===== src/rtl/ipsxe_floating_point_op_arb_v1_0.sv =====
// Round-robin arbiter sharing one fixed-latency FP core between N_REQ AXI4-Stream requesters.
// Optional build macro IPSXE_FLT_ARB_PRIO0_EN: requester 0 gets strict priority over the rest.
module ipsxe_floating_point_op_arb_v1_0 #(
    parameter int unsigned N_REQ        = 4,
    parameter int unsigned DATA_W       = 32,
    parameter int unsigned CORE_LATENCY = 4,
    parameter int unsigned FIFO_DEPTH   = 8,
    parameter int unsigned ID_W         = 3
) (
    input  logic                        i_aclk,
    input  logic                        i_rst,
    input  logic [N_REQ-1:0]            i_s_tvalid,
    output logic [N_REQ-1:0]            o_s_tready,
    input  logic [N_REQ*DATA_W-1:0]     i_s_a_tdata,
    input  logic [N_REQ*DATA_W-1:0]     i_s_b_tdata,
    input  logic [N_REQ*8-1:0]          i_s_op_tdata,
    output logic                        o_core_tvalid,
    output logic [DATA_W-1:0]           o_core_a_tdata,
    output logic [DATA_W-1:0]           o_core_b_tdata,
    output logic [7:0]                  o_core_op_tdata,
    input  logic                        i_core_rvalid,
    input  logic [DATA_W-1:0]           i_core_rdata,
    output logic                        o_m_tvalid,
    input  logic                        i_m_tready,
    output logic [DATA_W-1:0]           o_m_tdata,
    output logic [ID_W-1:0]             o_m_tuser,
    output logic                        o_seq_err,
    output logic [$clog2(FIFO_DEPTH):0] o_outstanding
);
    localparam int unsigned AW   = $clog2(FIFO_DEPTH);
    localparam int unsigned CW   = AW + 1;
    localparam int unsigned PW   = $clog2(N_REQ);
    localparam int unsigned EW   = ID_W + DATA_W;
    localparam int unsigned LAST = CORE_LATENCY;

    logic [PW-1:0]     rr_ptr;
    logic [PW-1:0]     gnt_idx;
    logic [PW-1:0]     ptr_next;
    logic              found;
    logic              can_issue;
    logic              accept;
    logic              push;
    logic              pop;
    logic [DATA_W-1:0] sel_a;
    logic [DATA_W-1:0] sel_b;
    logic [7:0]        sel_op;

    // Credits: every accepted op already owns a FIFO slot, so the core can never overflow it
    assign can_issue = (o_outstanding < CW'(FIFO_DEPTH));
    assign accept    = found & can_issue & ~i_rst;
    assign o_s_tready = accept ? (N_REQ'(1) << gnt_idx) : '0;
    assign ptr_next  = (gnt_idx == PW'(N_REQ - 1)) ? '0 : gnt_idx + PW'(1);

    // First valid requester at or after the round-robin pointer, with wrap
    always_comb begin
        int unsigned idx;
        found   = 1'b0;
        gnt_idx = '0;
        idx     = 0;
`ifdef IPSXE_FLT_ARB_PRIO0_EN
        if (i_s_tvalid[0]) found = 1'b1;
`endif
        for (int unsigned k = 0; k < N_REQ; k++) begin
            idx = 32'(rr_ptr) + k;
            if (idx >= N_REQ) idx = idx - N_REQ;
            if (!found && i_s_tvalid[PW'(idx)]) begin
                found   = 1'b1;
                gnt_idx = PW'(idx);
            end
        end
    end

    always_comb begin
        sel_a  = '0;
        sel_b  = '0;
        sel_op = '0;
        for (int unsigned i = 0; i < N_REQ; i++) begin
            if (gnt_idx == PW'(i)) begin
                sel_a  = i_s_a_tdata[i*DATA_W +: DATA_W];
                sel_b  = i_s_b_tdata[i*DATA_W +: DATA_W];
                sel_op = i_s_op_tdata[i*8 +: 8];
            end
        end
    end

    always_ff @(posedge i_aclk or posedge i_rst) begin
        if (i_rst) begin
            rr_ptr          <= '0;
            o_core_tvalid   <= 1'b0;
            o_core_a_tdata  <= '0;
            o_core_b_tdata  <= '0;
            o_core_op_tdata <= '0;
        end else begin
            o_core_tvalid <= accept;
            if (accept) begin
                o_core_a_tdata  <= sel_a;
                o_core_b_tdata  <= sel_b;
                o_core_op_tdata <= sel_op;
`ifdef IPSXE_FLT_ARB_PRIO0_EN
                if (gnt_idx != '0) rr_ptr <= ptr_next;
`else
                rr_ptr <= ptr_next;
`endif
            end
        end
    end

    // Tag pipeline: stage LAST lines up with the core result of the same issue
    logic [LAST:0]   tag_v;
    logic [ID_W-1:0] tag_id [LAST+1];

    always_ff @(posedge i_aclk or posedge i_rst) begin
        if (i_rst) begin
            tag_v <= '0;
            for (int unsigned k = 0; k <= LAST; k++) tag_id[k] <= '0;
        end else begin
            tag_v     <= {tag_v[LAST-1:0], accept};
            tag_id[0] <= ID_W'(gnt_idx);
            for (int unsigned k = 1; k <= LAST; k++) tag_id[k] <= tag_id[k-1];
        end
    end

    logic [EW-1:0] mem [FIFO_DEPTH];
    logic [AW:0]   wr_ptr;
    logic [AW:0]   rd_ptr;
    logic [AW:0]   wr_next;
    logic [AW:0]   rd_next;
    logic [EW-1:0] head_next;

    assign push    = i_core_rvalid & tag_v[LAST];
    assign pop     = o_m_tvalid & i_m_tready;
    assign wr_next = wr_ptr + {{AW{1'b0}}, push};
    assign rd_next = rd_ptr + {{AW{1'b0}}, pop};
    // Bypass the array when the entry being written becomes the new head
    assign head_next = (push && (rd_next == wr_ptr)) ? {tag_id[LAST], i_core_rdata}
                                                     : mem[rd_next[AW-1:0]];

    always_ff @(posedge i_aclk) begin
        if (push) mem[wr_ptr[AW-1:0]] <= {tag_id[LAST], i_core_rdata};
    end

    always_ff @(posedge i_aclk or posedge i_rst) begin
        if (i_rst) begin
            wr_ptr        <= '0;
            rd_ptr        <= '0;
            o_m_tvalid    <= 1'b0;
            o_m_tdata     <= '0;
            o_m_tuser     <= '0;
            o_seq_err     <= 1'b0;
            o_outstanding <= '0;
        end else begin
            wr_ptr     <= wr_next;
            rd_ptr     <= rd_next;
            o_m_tvalid <= (wr_next != rd_next);
            if (wr_next != rd_next) {o_m_tuser, o_m_tdata} <= head_next;
            if (i_core_rvalid ^ tag_v[LAST]) o_seq_err <= 1'b1;
            case ({accept, pop})
                2'b10:   o_outstanding <= o_outstanding + CW'(1);
                2'b01:   o_outstanding <= o_outstanding - CW'(1);
                default: o_outstanding <= o_outstanding;
            endcase
        end
    end

endmodule


===== config.mk =====
export PLATFORM = sky130hd
export DESIGN_NAME = ipsxe_floating_point_op_arb_v1_0
export DESIGN_NICKNAME = d
export VERILOG_FILES = /design/src/rtl/ipsxe_floating_point_op_arb_v1_0.sv
export SDC_FILE = /design/constraint.sdc
export NUM_CORES = 1
export LEC_CHECK = 0
export ABC_AREA = 1
export CORE_ASPECT_RATIO = 1.5
export CORE_MARGIN = 3
export CORE_UTILIZATION = 54
export CTS_CLUSTER_DIAMETER = 100
export DETAILED_ROUTE_END_ITERATION = 16
export PLACE_DENSITY = 0.82
export SLEW_MARGIN = 0
export SYNTH_ARGS = -nofsm -noshare
export SYNTH_HDL_FRONTEND = slang
export SYNTH_SLANG_ARGS = --single-unit

===== constraint.sdc =====
create_clock -name i_aclk -period 7.3 [get_ports i_aclk]
set_clock_uncertainty 0.1 [all_clocks]
set_input_delay 1.46 -clock i_aclk [delete_from_list [all_inputs] [get_ports i_aclk]]
set_output_delay 1.46 -clock i_aclk [all_outputs]
set_load 0.05 [all_outputs]

==> reports/results.tsv, run 1 <==
stage	metric	value	unit
status	status	completed	
worst_setup_path	critPathMaxStageDelay	0.85	ns
placed_design	port_buffers	444	
worst_hold_path	min-delay-start	tag_v[2]	
clock_tree	cts_root_buf	clkbuf_16	
route	drtIter0Drc	1584	
worst_setup_path	path_max_fanout	3	
sta	clock.fmax	0.165	GHz
route	top_layer	met5	
clock_tree	cts_buffers	38	
sta	setup_viol	0	
power	leakage	10.5	nW
worst_setup_path	crit_family	buffers and inverters	
placed_design	dpl_cell_area	0.0237	sq mm
floorplan	initial_core_util	55.1	%
sta	whs	0.250	ns
floorplan	die_area	0.0375	sq mm
final_layout	drive_above_1_share	4.55	%
clock_tree	clk_pin_slew	0.06	ns
synthesis	synth_top_family_by_area	simple AND/OR/NAND/NOR gates	
route	ant_nets	0	
route	routed_via_density	5.62	
synthesis	syn-mean-instance-area	8.95	sq um
worst_setup_path	path_buf_inv	6	
clock_tree	cts_hold_buf	0	
worst_setup_path	cpMostUsedCell	inv_1	
final_layout	fillers	2555	
route	wirelength	61800	um
grt	antenna_found_initial	3	
synthesis	ys_ff_latch	409	
clock_tree	cts_resized	0	
route	route.met3.wl	6430	um
power	ir_worst_vdd	528	uV
worst_setup_path	start_kind	input pin	
synthesis	synthXorXnorAreaFrac	0.369	%
worst_setup_path	r2r_setup_slack	2.93	ns
sta	worstMarginPinSlew	1.11	ns
worst_setup_path	r2r_end	o_core_op_tdata[6]	
worst_setup_path	cp.arrival	4.50	ns
final_layout	area_delta_synth_final	31.5	%
synthesis	synth_area	0.0190	sq mm
synthesis	yosysWarnings	0	
sta	fin_tns_setup	0	ns
worst_hold_path	min_to	tag_v[3]	
floorplan	core-area	0.0345	sq mm
final_layout	fin_nets	2841	
worst_setup_path	crit_slowest_cell	clkdlybuf4s50_1	
clock_tree	postCtsSetupRepairBufs	0	
clock_tree	numClockSinks	409	
worst_setup_path	reg2reg_depth	19	
route	firstDrtPassIters	5	
synthesis	synth_compound_area_share	6.50	%
floorplan	die_x	159	um
grt	grt_overflow	0	
route	drc	0	
final_layout	fin_cells	2998	
synthesis	synth_simple_gate_area_share	27.5	%
synthesis	synth_nets	2462	
route	vias	16800	
clock_tree	clock_latency	0.54	ns
synthesis	yosysUniqueCellTypes	29	
grt	grt_pass1_vias	16300	
grt	grt_usage	31.9	%
synthesis	synthCells	2122	
sta	final_max_slew_viol_count	0	
synthesis	seq_area_frac_synth	61.1	%
synthesis	synthAdderAreaFrac	0.791	%
worst_hold_path	hold_depth	0	
route	wl_met1	21900	um
clock_tree	cts_tree	built	
sta	rsz0062_at_grt	no	
run	max_cap_violations	0	
synthesis	muxShareOfSynthArea	0	%
worst_hold_path	hp-class	reg2reg	
sta	min_period	6.06	ns
floorplan	io_pins	446	
power	powerDensity	524	mW/mm^2
clock_tree	cts_max_path_buffers	3	
final_layout	fin_util	72.4	%
sta	slew-limit-headroom	26.2	%
worst_setup_path	rr_startpoint	rr_ptr[0]	
worst_setup_path	critPathKind	in2out	
worst_setup_path	required	5.74	ns
placed_design	hpwl	40400	um
final_layout	final_area	0.0250	sq mm
sta	hold_violations	0	
floorplan	row_count	83	
placed_design	dpl.cell_count	2928	
floorplan	fp.dieH	236	um
grt	grt_pass1_wl	93100	um
route	wl_per_cell	20.6	um
route	wl_met2	31100	um
grt	grt_max_degree	97	
worst_setup_path	cp-end-kind	output pin	
sta	fin_crit_sh	83.1	%
worst_setup_path	worstPathCellList	clkdlybuf4s50_1 > inv_1 > nand2_1 > nand2_1 > o21ai_1 > inv_1 > nand3_2 > nand3_1 > inv_1 > ha_4 > inv_1 > nor2_1 > clkdlybuf4s50_1	
clock_tree	cts_max_level	2	
placed_design	place_congestion	0.981	
layer usage:
layer	vias to the layer above	GRT usage (%)
met5	-	0
met4	2	12.7
met3	161	6.74
met2	1018	55.5
met1	7913	38.7
li1	7742	-
how the worst max path moves through the flow:
stage                             start                 to  cells past startpoint
after floorplan                   i_rst  o_core_a_tdata[0]                      1
after global placement    i_s_tvalid[1]      o_s_tready[1]                     13
after detailed placement  i_s_tvalid[1]      o_s_tready[1]                     13
after CTS                 i_s_tvalid[1]      o_s_tready[1]                     13
after global routing      i_s_tvalid[0]      o_s_tready[1]                     13
final                     i_s_tvalid[1]      o_s_tready[1]                     13
synthesized netlist by cell type:
master / n / area [sq um]
xor2_1: 1 / 8.76
nand2_1: 1063 / 3990
o21ai_0: 131 / 656
o21a_1: 16 / 120
nor2_4: 2 / 22.5
nand3b_1: 34 / 255
inv_1: 25 / 93.8
nand2_4: 1 / 11.3
clkbuf_1: 76 / 285
buf_6: 6 / 67.6
a21boi_0: 1 / 7.51
nand2_2: 1 / 6.26
nand3_1: 165 / 826
or2_2: 1 / 6.26
conb_1: 1 / 3.75
inv_2: 5 / 18.8
dfrtp_1: 137 / 3430
o21ai_1: 17 / 85.1
clkinv_1: 1 / 3.75
buf_2: 32 / 160
nor2_1: 20 / 75.1
xnor2_1: 7 / 61.3
a21oi_1: 73 / 365
nand4_1: 3 / 18.8
nand3_2: 1 / 10.0
buf_4: 4 / 30.0
edfxtp_1: 272 / 8170
ha_1: 12 / 150
buf_1: 14 / 52.6
cells by family after synthesis:
logic type	after synthesis
xor gates and xnor gates	8
adders and majority gates	12
other	1
and+or+nand+nor	1291
AOI/OAI and AO/OA	238
DFF	409
buffers and inverters	163
layout by cell type (no fill, tap or decap), types with 3 or more instances in the layout:
master,netlist,final
xnor2_1,7,7
edfxtp_1,272,272
ha_1,12,8
clkdlybuf4s50_1,0,444
dfrtp_1,137,137
nor2_1,20,11
nor2_4,2,3
o21a_1,16,16
ha_4,0,4
clkbuf_1,76,5
clkinv_2,0,9
nand2_1,1063,1062
o21ai_1,17,17
o21ai_0,131,131
nand4_1,3,3
buf_4,4,26
nand3b_1,34,34
bufinv_16,0,5
inv_2,5,7
inv_1,25,22
nand3_1,165,165
a21oi_1,73,73
clkbuf_16,0,38
nor2_2,0,8
clkinv_1,1,4
flip-flops by register name, summed over array words and instances, names as in the netlist:
signal	flops
rd_ptr	4
tag_v	5
o_m_tvalid	1
o_m_tuser	2
wr_ptr	4
o_m_tdata	32
o_core_op_tdata	8
tag_id	10
o_seq_err	1
mem	272
o_outstanding	4
o_core_a_tdata	32
o_core_b_tdata	32
rr_ptr	2
worst register-to-register path: cells and delay by family, from the launching register on:
kind            cells  cell delay [ns]
compound gates      2             0.47
simple gates       12             1.92
flops               1             0.56
buf+inv             4             1.05
fa+ha+maj           1             0.21
area by class of cell:
type,instances,area [sq um],share of cell area [%]
timing repair buffer,471,4660,18.7
clock buffer,44,983,3.94
antenna,2,5.00,0.0200
multi-input combinational,1550,6760,27.1
sequential,409,11600,46.4
inverter,31,123,0.491
tap,467,584,2.34
clock inverter,24,264,1.06
report_power, final:
part           internal (mW)  total [mW]  switching (mW)
combinational           2.40        7.80            5.40
sequential              2.97        3.26           0.296
clock                   1.15        2.01           0.860
total                   6.52        13.1            6.56
through the flow:
step	worst slack [ns]	total power, mW
global placement	1.30	10.8
floorplan	2.07	8.50
detailed placement	1.24	11.0
CTS	1.25	13.0
finish	1.24	13.1
global route	1.12	13.9
Note: power is estimated with default switching activity, not from simulation.
==> run 2: changes to the inputs <==
--- a/config.mk
+++ b/config.mk
@@ -8,10 +8,10 @@
 export ABC_AREA = 1
 export CORE_ASPECT_RATIO = 1.5
 export CORE_MARGIN = 3
-export CORE_UTILIZATION = 54
+export CORE_UTILIZATION = 46
 export CTS_CLUSTER_DIAMETER = 100
 export DETAILED_ROUTE_END_ITERATION = 16
-export PLACE_DENSITY = 0.82
+export PLACE_DENSITY = 0.74
 export SLEW_MARGIN = 0
 export SYNTH_ARGS = -nofsm -noshare
 export SYNTH_HDL_FRONTEND = slang
==> constraint.sdc (replaced) <==
create_clock -name i_aclk -period 5.5 [get_ports i_aclk]
set_clock_uncertainty 0.1 [all_clocks]
set_input_delay 1.1 -clock i_aclk [delete_from_list [all_inputs] [get_ports i_aclk]]
set_output_delay 1.1 -clock i_aclk [all_outputs]
set_load 0.05 [all_outputs]
==> reports/results.tsv, run 2 (synthesis results as in run 1) <==
stage	metric	value	unit
worst_setup_path	cp-end-kind	output pin	
worst_hold_path	hp-class	reg2reg	
clock_tree	cts_max_path_buffers	3	
worst_setup_path	r2r_setup_slack	1.96	ns
floorplan	core-area	0.0405	sq mm
grt	grt_usage	28.1	%
power	leakage	10.6	nW
final_layout	fin_nets	2849	
floorplan	initial_core_util	46.8	%
floorplan	die_x	172	um
grt	antenna_found_initial	6	
worst_setup_path	critPathKind	in2out	
worst_setup_path	cp.arrival	3.39	ns
clock_tree	clock_latency	0.54	ns
sta	fin_tns_setup	0	ns
clock_tree	numClockSinks	409	
grt	grt_util_met3	6.33	%
sta	setup_slack	0.910	ns
route	wirelength	63800	um
route	routed_via_density	5.45	
status	status	completed	
placed_design	pre_cts_slack	0.850	ns
clock_tree	postCtsSetupRepairBufs	0	
clock_tree	cts_tree	built	
final_layout	fin_util	62.3	%
power	powerDensity	695	mW/mm^2
sta	slew-limit-headroom	21.2	%
sta	setup_viol	0	
clock_tree	cts_buffers	39	
run	max_cap_violations	0	
route	vias	16600	
clock_tree	cts_resized	0	
grt	grt_util_met2	48.2	%
final_layout	largest_reg_flops	272	
placed_design	place_congestion	0.908	
final_layout	drive_above_1_share	5.00	%
floorplan	die_area	0.0438	sq mm
final_layout	fillers	3378	
floorplan	row_count	90	
sta	hold_violations	0	
sta	worstMarginPinSlew	1.18	ns
floorplan	io_pins	446	
placed_design	port_buffers	444	
grt	busiest_layer	met2	
sta	clock.fmax	0.218	GHz
clock_tree	clk_pin_slew	0.06	ns
sta	fin_crit_sh	83.5	%
clock_tree	cts_max_level	2	
placed_design	hpwl	42900	um
power	ir_worst_vdd	527	uV
final_layout	final_cell_mix	nand2_1, clkdlybuf4s50_1, edfxtp_1	
route	drc	0	
sta	whs	0.235	ns
worst_setup_path	start_kind	input pin	
route	drtIter0Drc	1379	
route	wl_per_cell	20.9	um
clock_tree	cts_root_buf	clkbuf_16	
route	ant_nets	0	
final_layout	final_common_cell	nand2_1	
worst_setup_path	required	4.30	ns
route	firstDrtPassIters	5	
final_layout	area_delta_synth_final	32.9	%
grt	use_met1	34.4	%
sta	rsz0062_at_grt	no	
sta	min_period	4.59	ns
clock_tree	cts_hold_buf	0	
grt	grt_max_degree	145	
worst_setup_path	path_max_fanout	3	
sta	final_max_slew_viol_count	0	
grt	grt_pass1_wl	93000	um
grt	grt_pass1_vias	15900	
floorplan	fp.dieH	255	um
grt	grt_overflow	0	
## run 2: report_power, final
group          internal [mW]  total [mW]  switching, mW
clock                   1.60        2.74           1.14
combinational           3.25        10.5           7.23
sequential              3.94        4.32          0.380
## run 2: worst paths after layout
path                       cells past startpoint          start                  to
max                                           13  i_s_tvalid[1]       o_s_tready[1]
min                                            0       tag_v[3]            tag_v[4]
max reg2reg                                   18      rr_ptr[0]  o_core_b_tdata[21]
min reg2reg                                    0       tag_v[3]            tag_v[4]
max in group asynchronous                      3          i_rst           rr_ptr[1]
min in group asynchronous                      2          i_rst  o_core_a_tdata[31]
## run 2: layout make-up
type	instances	area (sq um)	share of cell area (%)
flip-flops and latches	409	11600	45.9
multi-input cells	1550	6750	26.7
repair buffers	478	4810	19.1
clock buffers	56	1140	4.52
well taps	506	633	2.51
clock inverters	16	178	0.704
inverters	31	123	0.486
diodes	2	5.00	0.0198
## run 2: worst max-delay path, cell delays in order
cell	delay, ns
clkdlybuf4s50_1	0.47
inv_1	0.06
nand2_1	0.07
nand2_1	0.06
o21ai_1	0.19
inv_1	0.13
nand3_2	0.12
nand3_1	0.20
inv_1	0.21
ha_2	0.31
inv_1	0.06
nor2_1	0.21
buf_12	0.18
## run 2: stage by stage
stage,power (mW),cells,instance area [sq um]
after global routing,18.8,3047,25200
after global placement,14.6,2974,23900
after floorplan,11.3,2122,19000
after CTS,17.6,3046,25200
final,17.5,3048,25200
after detailed placement,14.8,2974,23900
## run 2: layer usage
metal	wire, um	share of wire [%]
met1	23200	36
met4	2780	4.4
met3	6180	9.7
met5	49	0.077
met2	31600	49
